**src/rtl/arb8_rr_ctrl_pkg.sv**
```systemverilog
// Shared types and sizes for the 8-way round-robin / fixed-priority arbiter.
// Holds the FSM state encoding and a one-hot helper used by the grant register.
package arb8_rr_ctrl_pkg;

  localparam int unsigned NUM_REQ = 8;
  localparam int unsigned ID_W    = 3;
  localparam int unsigned HOLD_W  = 4;

  typedef logic [0:0] arb_state_t;

  localparam arb_state_t IDLE  = 1'b0;
  localparam arb_state_t GRANT = 1'b1;

  function automatic logic [NUM_REQ-1:0] id_to_onehot(input logic [ID_W-1:0] id);
    return NUM_REQ'(1) << id;
  endfunction

endpackage

```
**src/rtl/arb8_rr_ctrl_if.sv**
```systemverilog
// Request/grant bundle between requesters (master) and the arbiter (slave).
interface arb8_rr_ctrl_if;
  import arb8_rr_ctrl_pkg::*;

  logic               en;
  logic               mode;
  logic [NUM_REQ-1:0] req;
  logic               rel;
  logic [NUM_REQ-1:0] gnt;
  logic [ID_W-1:0]    gnt_id;
  logic               gnt_valid;
  logic               timeout;

  modport master (
    output en, mode, req, rel,
    input  gnt, gnt_id, gnt_valid, timeout
  );

  modport slave (
    input  en, mode, req, rel,
    output gnt, gnt_id, gnt_valid, timeout
  );

endinterface

```
**src/rtl/prio_pick8.sv**
```systemverilog
// Combinational winner search: scans ids start-1, start-2, ..., start (mod 8)
// and returns the first asserted one. start=0 degenerates to highest-index-wins.
module prio_pick8
  import arb8_rr_ctrl_pkg::*;
(
  input  logic [NUM_REQ-1:0] i_vec,
  input  logic [ID_W-1:0]    i_start,
  output logic [ID_W-1:0]    o_id,
  output logic               o_found
);

  always_comb begin
    o_id    = '0;
    o_found = 1'b0;
    // k = NUM_REQ wraps to offset 0, so start itself is checked last.
    for (int k = 1; k <= NUM_REQ; k++) begin
      if (!o_found && i_vec[i_start - ID_W'(k)]) begin
        o_id    = i_start - ID_W'(k);
        o_found = 1'b1;
      end
    end
  end

endmodule

```
**src/rtl/arb8_rr_ctrl.sv**
```systemverilog
// 8-requester arbiter with fixed-priority or round-robin selection, a hold
// limit with forced revoke, and fully registered grant outputs.
module arb8_rr_ctrl
  import arb8_rr_ctrl_pkg::*;
#(
  parameter int unsigned HOLD_MAX = 15
) (
  input logic           clk,
  input logic           rst_n,
  arb8_rr_ctrl_if.slave bus
);

  arb_state_t         r_state;
  logic [ID_W-1:0]    r_ptr;
  logic [HOLD_W-1:0]  r_hold;
  logic [NUM_REQ-1:0] r_gnt;
  logic [ID_W-1:0]    r_gnt_id;
  logic               r_gnt_valid;
  logic               r_timeout;

  logic [ID_W-1:0]    w_start;
  logic [ID_W-1:0]    w_win_id;
  logic               w_found;
  logic               w_held_req;
  logic               w_hold_hit;
  logic               w_exit;
  logic               w_tmo;

  // mode only matters here, and this path is only consumed in IDLE.
  assign w_start = bus.mode ? r_ptr : '0;

  prio_pick8 u_pick (
    .i_vec   (bus.req),
    .i_start (w_start),
    .o_id    (w_win_id),
    .o_found (w_found)
  );

  always_comb begin
    w_held_req = bus.req[r_gnt_id];
    w_hold_hit = (r_hold == HOLD_W'(HOLD_MAX));
    w_exit     = bus.rel | ~w_held_req | ~bus.en | w_hold_hit;
    w_tmo      = w_hold_hit & ~bus.rel & bus.en & w_held_req;
  end

  always_ff @(posedge clk or negedge rst_n) begin
    if (!rst_n) begin
      r_state     <= IDLE;
      r_ptr       <= '0;
      r_hold      <= '0;
      r_gnt       <= '0;
      r_gnt_id    <= '0;
      r_gnt_valid <= 1'b0;
      r_timeout   <= 1'b0;
    end else if (r_state == IDLE) begin
      r_timeout <= 1'b0;
      if (bus.en && w_found) begin
        r_state     <= GRANT;
        r_gnt       <= id_to_onehot(w_win_id);
        r_gnt_id    <= w_win_id;
        r_gnt_valid <= 1'b1;
        r_ptr       <= w_win_id;
        r_hold      <= HOLD_W'(1);
      end
    end else begin
      if (w_exit) begin
        r_state     <= IDLE;
        r_gnt       <= '0;
        r_gnt_id    <= '0;
        r_gnt_valid <= 1'b0;
        r_hold      <= '0;
        r_timeout   <= w_tmo;
      end else begin
        r_hold    <= r_hold + HOLD_W'(1);
        r_timeout <= 1'b0;
      end
    end
  end

  assign bus.gnt       = r_gnt;
  assign bus.gnt_id    = r_gnt_id;
  assign bus.gnt_valid = r_gnt_valid;
  assign bus.timeout   = r_timeout;

endmodule

```
**src/flat_wrapper.sv**
```systemverilog
// flat-port wrapper written by rule: the top's interface ports become plain ports
module arb8_rr_ctrl_flat import arb8_rr_ctrl_pkg::*;
#(
  parameter int unsigned HOLD_MAX = 15
)
  (clk, rst_n, bus_en, bus_mode, bus_req, bus_rel, bus_gnt, bus_gnt_id, bus_gnt_valid, bus_timeout);
  arb8_rr_ctrl_if bus_i ();
  input logic clk;
  input logic rst_n;
  input wire logic [$bits(bus_i.en)-1:0] bus_en;
  input wire logic [$bits(bus_i.mode)-1:0] bus_mode;
  input wire logic [$bits(bus_i.req)-1:0] bus_req;
  input wire logic [$bits(bus_i.rel)-1:0] bus_rel;
  output wire logic [$bits(bus_i.gnt)-1:0] bus_gnt;
  output wire logic [$bits(bus_i.gnt_id)-1:0] bus_gnt_id;
  output wire logic [$bits(bus_i.gnt_valid)-1:0] bus_gnt_valid;
  output wire logic [$bits(bus_i.timeout)-1:0] bus_timeout;
  assign bus_i.en = bus_en;
  assign bus_i.mode = bus_mode;
  assign bus_i.req = bus_req;
  assign bus_i.rel = bus_rel;
  assign bus_gnt = bus_i.gnt;
  assign bus_gnt_id = bus_i.gnt_id;
  assign bus_gnt_valid = bus_i.gnt_valid;
  assign bus_timeout = bus_i.timeout;
  arb8_rr_ctrl #(.HOLD_MAX(HOLD_MAX)) u_core (.clk(clk), .rst_n(rst_n), .bus(bus_i));
endmodule
```
**config.mk**
```make
export PLATFORM = sky130hd
export DESIGN_NAME = arb8_rr_ctrl_flat
export DESIGN_NICKNAME = d
export VERILOG_FILES = /design/src/rtl/arb8_rr_ctrl_pkg.sv /design/src/rtl/arb8_rr_ctrl_if.sv /design/src/rtl/prio_pick8.sv /design/src/rtl/arb8_rr_ctrl.sv /design/src/flat_wrapper.sv
export SDC_FILE = /design/constraint.sdc
export NUM_CORES = 1
export LEC_CHECK = 0
export ABC_AREA = 0
export BUFFER_PORTS_ARGS = -buffer_cell sky130_fd_sc_hd__buf_2
export CORE_ASPECT_RATIO = 2
export CORE_MARGIN = 2
export CORE_UTILIZATION = 50
export DETAILED_ROUTE_END_ITERATION = 16
export GPL_TIMING_DRIVEN = 0
export PLACE_DENSITY = 0.7
export SYNTH_ARGS = -nofsm -noshare
export SYNTH_HDL_FRONTEND = slang
export SYNTH_SLANG_ARGS = --single-unit
```
**constraint.sdc**
```tcl
create_clock -name clk -period 9.1 [get_ports clk]
set_input_delay 1.365 -clock clk [delete_from_list [all_inputs] [get_ports clk]]
set_output_delay 1.365 -clock clk [all_outputs]
set_load 0.02 [all_outputs]
```
==> impl_metrics.tcl <==
set metrics [dict create \
    start_kind "input pin" \
    cts.sinks 21 \
    dr.pass1.iters 7 \
    dp_hpwl_mm 5.000 \
    cts_hold_buf 0 \
    grt_pass1_vias 2156 \
    yosys_warnings 0 \
    grt_use_total_pct 28.04 \
    wl_per_cell_um 19.52 \
    power_density_mw_per_mm2 341.3 \
    arrival_ns 5.81 \
    cp-end-kind "flip-flop" \
    cts_setup_buffers 0 \
    synthCells 248 \
    io_buffers 23 \
    crit_start "bus_mode" \
    period_share_pct 61.63 \
    synth-main-ff-cell "dfrtp_1" \
    relSlewSlack_pct 43.82 \
    synth_top_area_share_pct 25.19 \
    syn_area_per_cell_um2 8.410 \
    area_growth_pct 10.86 \
    cp_data_required_time_ns 9.30 \
    cts_max_level 1 \
    critPathBufInv 6 \
    hp-class "flip-flop to flip-flop" \
    endpoint "u_core.bus.gnt[4]$_DFFE_PN0P_" \
    core_area_mm2 0.004046 \
    cpPeakStageDelay_ns 0.58 \
    critPathKind "input pin to flip-flop" \
    critPathTopFamily "buffers and inverters" \
    synth-seq-area-share_pct 25.19 \
    r2r_cells 13 \
    ant_nets 0 \
    cts_tree "built" \
    finalHoldViolations 0 \
    synth_edf_count 0 \
    diodes 0 \
    grt_first_pass_wirelength_mm 10.21 \
    multiInputGateArea_mm2 0.001459 \
    final_area_mm2 0.002312 \
    io_pins 26 \
    setup_viol 0 \
    fillCellCount 422 \
    root_buffer "clkbuf_8" \
    crit_chain "buf_2, buf_2, and2_1, clkbuf_1, inv_1, clkbuf_1, ha_1, inv_1, mux4_2, nor3_1, o21ai_0, a311o_1, nor4_1, a22o_1" \
    syn_nets 263 \
    cts.path.max_buffers 2 \
    die_h_um 95.34 \
    max_cap_viol_count 0 \
    initialDrtViolationCount 95 \
    fmax_mhz 178.3 \
    cp_slowest_cell "mux4_2" \
    maxSlewViolCount 0 \
    async_flop_share_pct 100.0 \
    yosysTopAreaCell "dfrtp_1" \
    drc 0 \
    vias 2208 \
    synth.area.top_cells "dfrtp_1 25%, mux4_2 7.6%, nand2_1 4.9%" \
    mappedNetlistArea_mm2 0.002086 \
    wirelength_mm 6.383 \
    min_period_ns 5.608 \
    fin_skew_ns 0.001634 \
    antenna_found_initial 0 \
    tightestPinTransition_ns 0.8215 \
    final.setup.tns_ns 0 \
    detail_route.vias_per_cell 6.752 \
    cts_buffers 3 \
    critical_path_peak_fanout 10 \
    layout.nets 291 \
    path_clk_slew_ns 0.08 \
    fp-row-count 33 \
    grt_max_degree 22 \
    initial_core_util_pct 51.55 \
    ys_ff_latch 21 \
    ir_drop_uv 156.3 \
    regArea_um2 525.5 \
    die_x_um 49.67 \
    die-area_mm2 0.004736 \
    r2r_end "u_core.bus.gnt[4]$_DFFE_PN0P_" \
    globalRoute.totalOverflow 0 \
    drive_gt1_share_pct 18.55 \
    rsz0062_at_grt "false" \
    rrSetupSlack_ns 4.36 \
    clkLatencyLatePin_ns 0.26 \
    path_depth 14 \
    timing.rr.start "u_core.r_ptr[1]$_DFFE_PN0P_" \
    routabilityCongestion 0.9908 \
    synth_cell_type_count 60 \
    status "complete, no violations" \
    cts_resized 0 \
    placed_cell_area_mm2 0.002266 \
    leakagePower_uw 0.001022 \
    whs_path_depth 2 \
]
[logic make-up after synthesis]
logic type      share of synthesized area, %
flops                                  25.19
buf+inv                                4.859
fa+ha+maj                              1.200
compound gates                         30.06
simple gates                           21.66
xor+xnor                               2.520
mux                                    14.52
[state kept, by name (all words and copies together), names as in the netlist]
name / count
u_core.bus.gnt: 8
u_core.bus.gnt_id: 3
u_core.bus.gnt_valid: 1
u_core.bus.timeout: 1
u_core.r_hold: 4
u_core.r_ptr: 3
u_core.r_state: 1
[cell usage after synthesis (3+ instances only)]
cell type and number:
a211oi_1 3, a21boi_0 3, a21o_1 4, a21oi_1 14, a221oi_1 5, a32o_1 4, and2_1 3, and3_1 7
buf_2 3, clkbuf_1 11, dfrtp_1 21, inv_1 8, inv_2 3, mux2_2 3, mux2i_1 10, mux4_2 7
nand2_1 27, nand2b_1 4, nand3_1 5, nor2_1 9, nor2b_1 3, nor3_1 11, nor3b_1 3, o21ai_0 15
o221ai_1 3, o22a_1 3, o22ai_1 3, o31ai_1 4, o32a_1 3, or2_2 4, xnor2_1 3, xor2_1 3
[stage by stage]
step,setup WS (ns),std cells,power (uW),hold slack (ns),utilization [%]
3_3_place_gp,3.280,323,714.9,0.4606,56.00
2_1_floorplan,4.131,248,573.6,0.4635,-
5_1_grt,3.147,327,849.5,0.5030,57.14
6_report,3.492,327,789.2,0.4815,57.14
3_5_place_dp,3.255,323,719.3,0.4650,56.00
4_1_cts,3.518,327,783.8,0.4852,57.14
[placed cells by master (no fill, tap or decap), drive strengths merged, types with 5 or more instances in the layout]
master   n
nor2    10
buf     27
nand3    5
nand2   27
clkbuf  14
dfrtp   21
a21oi   14
mux4     7
nor3    11
a221oi   5
mux2i   10
o21ai   16
inv     11
and3     7
[power by group]
| group | switching (uW) | leakage [uW] | internal [uW] |
|---|---|---|---|
| sequential | 22.3 | 0.000274 | 126 |
| combinational | 359 | 0.000723 | 218 |
| clock | 32.7 | 0.0000255 | 30.5 |
| total | 414 | 0.00102 | 375 |
[per-layer routing]
metal  wire [um]  part of all wire, %  vias to the layer above  global-route usage (%)
met4         387                  6.1                        0                   14.81
met3         401                  6.3                       36                   3.762
met1        2186                   34                     1025                   29.60
li1            -                    -                     1021                       -
met5           0                    0                        -                       0
met2        3408                   53                      126                   52.44
[final cells by class]
| class | instances | share of cell area (%) |
|---|---|---|
| inverter | 11 | 1.786 |
| multi-input combinational | 201 | 63.10 |
| timing repair buffer | 23 | 4.978 |
| buffer | 15 | 2.597 |
| sequential | 21 | 22.73 |
| clock buffer | 3 | 1.786 |
| clock inverter | 1 | 0.2164 |
| tap | 52 | 2.814 |
[how the worst min path moves through the flow]
stage | start | end | slack [ns]
floorplan | u_core.r_state$_DFF_PN0_ | u_core.r_state$_DFF_PN0_ | 0.46
global placement | u_core.bus.gnt[3]$_DFFE_PN0P_ | u_core.bus.gnt[3]$_DFFE_PN0P_ | 0.46
detailed placement | u_core.bus.gnt_valid$_DFFE_PN0P_ | u_core.bus.gnt_valid$_DFFE_PN0P_ | 0.47
CTS | u_core.bus.gnt_valid$_DFFE_PN0P_ | u_core.bus.gnt_valid$_DFFE_PN0P_ | 0.49
global route | u_core.bus.gnt_valid$_DFFE_PN0P_ | u_core.bus.gnt_valid$_DFFE_PN0P_ | 0.50
finish | u_core.bus.gnt[1]$_DFFE_PN0P_ | u_core.bus.gnt[1]$_DFFE_PN0P_ | 0.48
[worst reg2reg max path, stage by stage, from the launching register on]
cell	delay (ns)
dfrtp_1	0.33
buf_2	0.21
and2_1	0.17
clkbuf_1	0.36
inv_1	0.16
clkbuf_1	0.27
ha_1	0.44
inv_1	0.18
mux4_2	0.58
nor3_1	0.56
o21ai_0	0.35
a311o_1	0.49
nor4_1	0.38
a22o_1	0.20
Note: power is estimated with default switching activity, not from simulation.
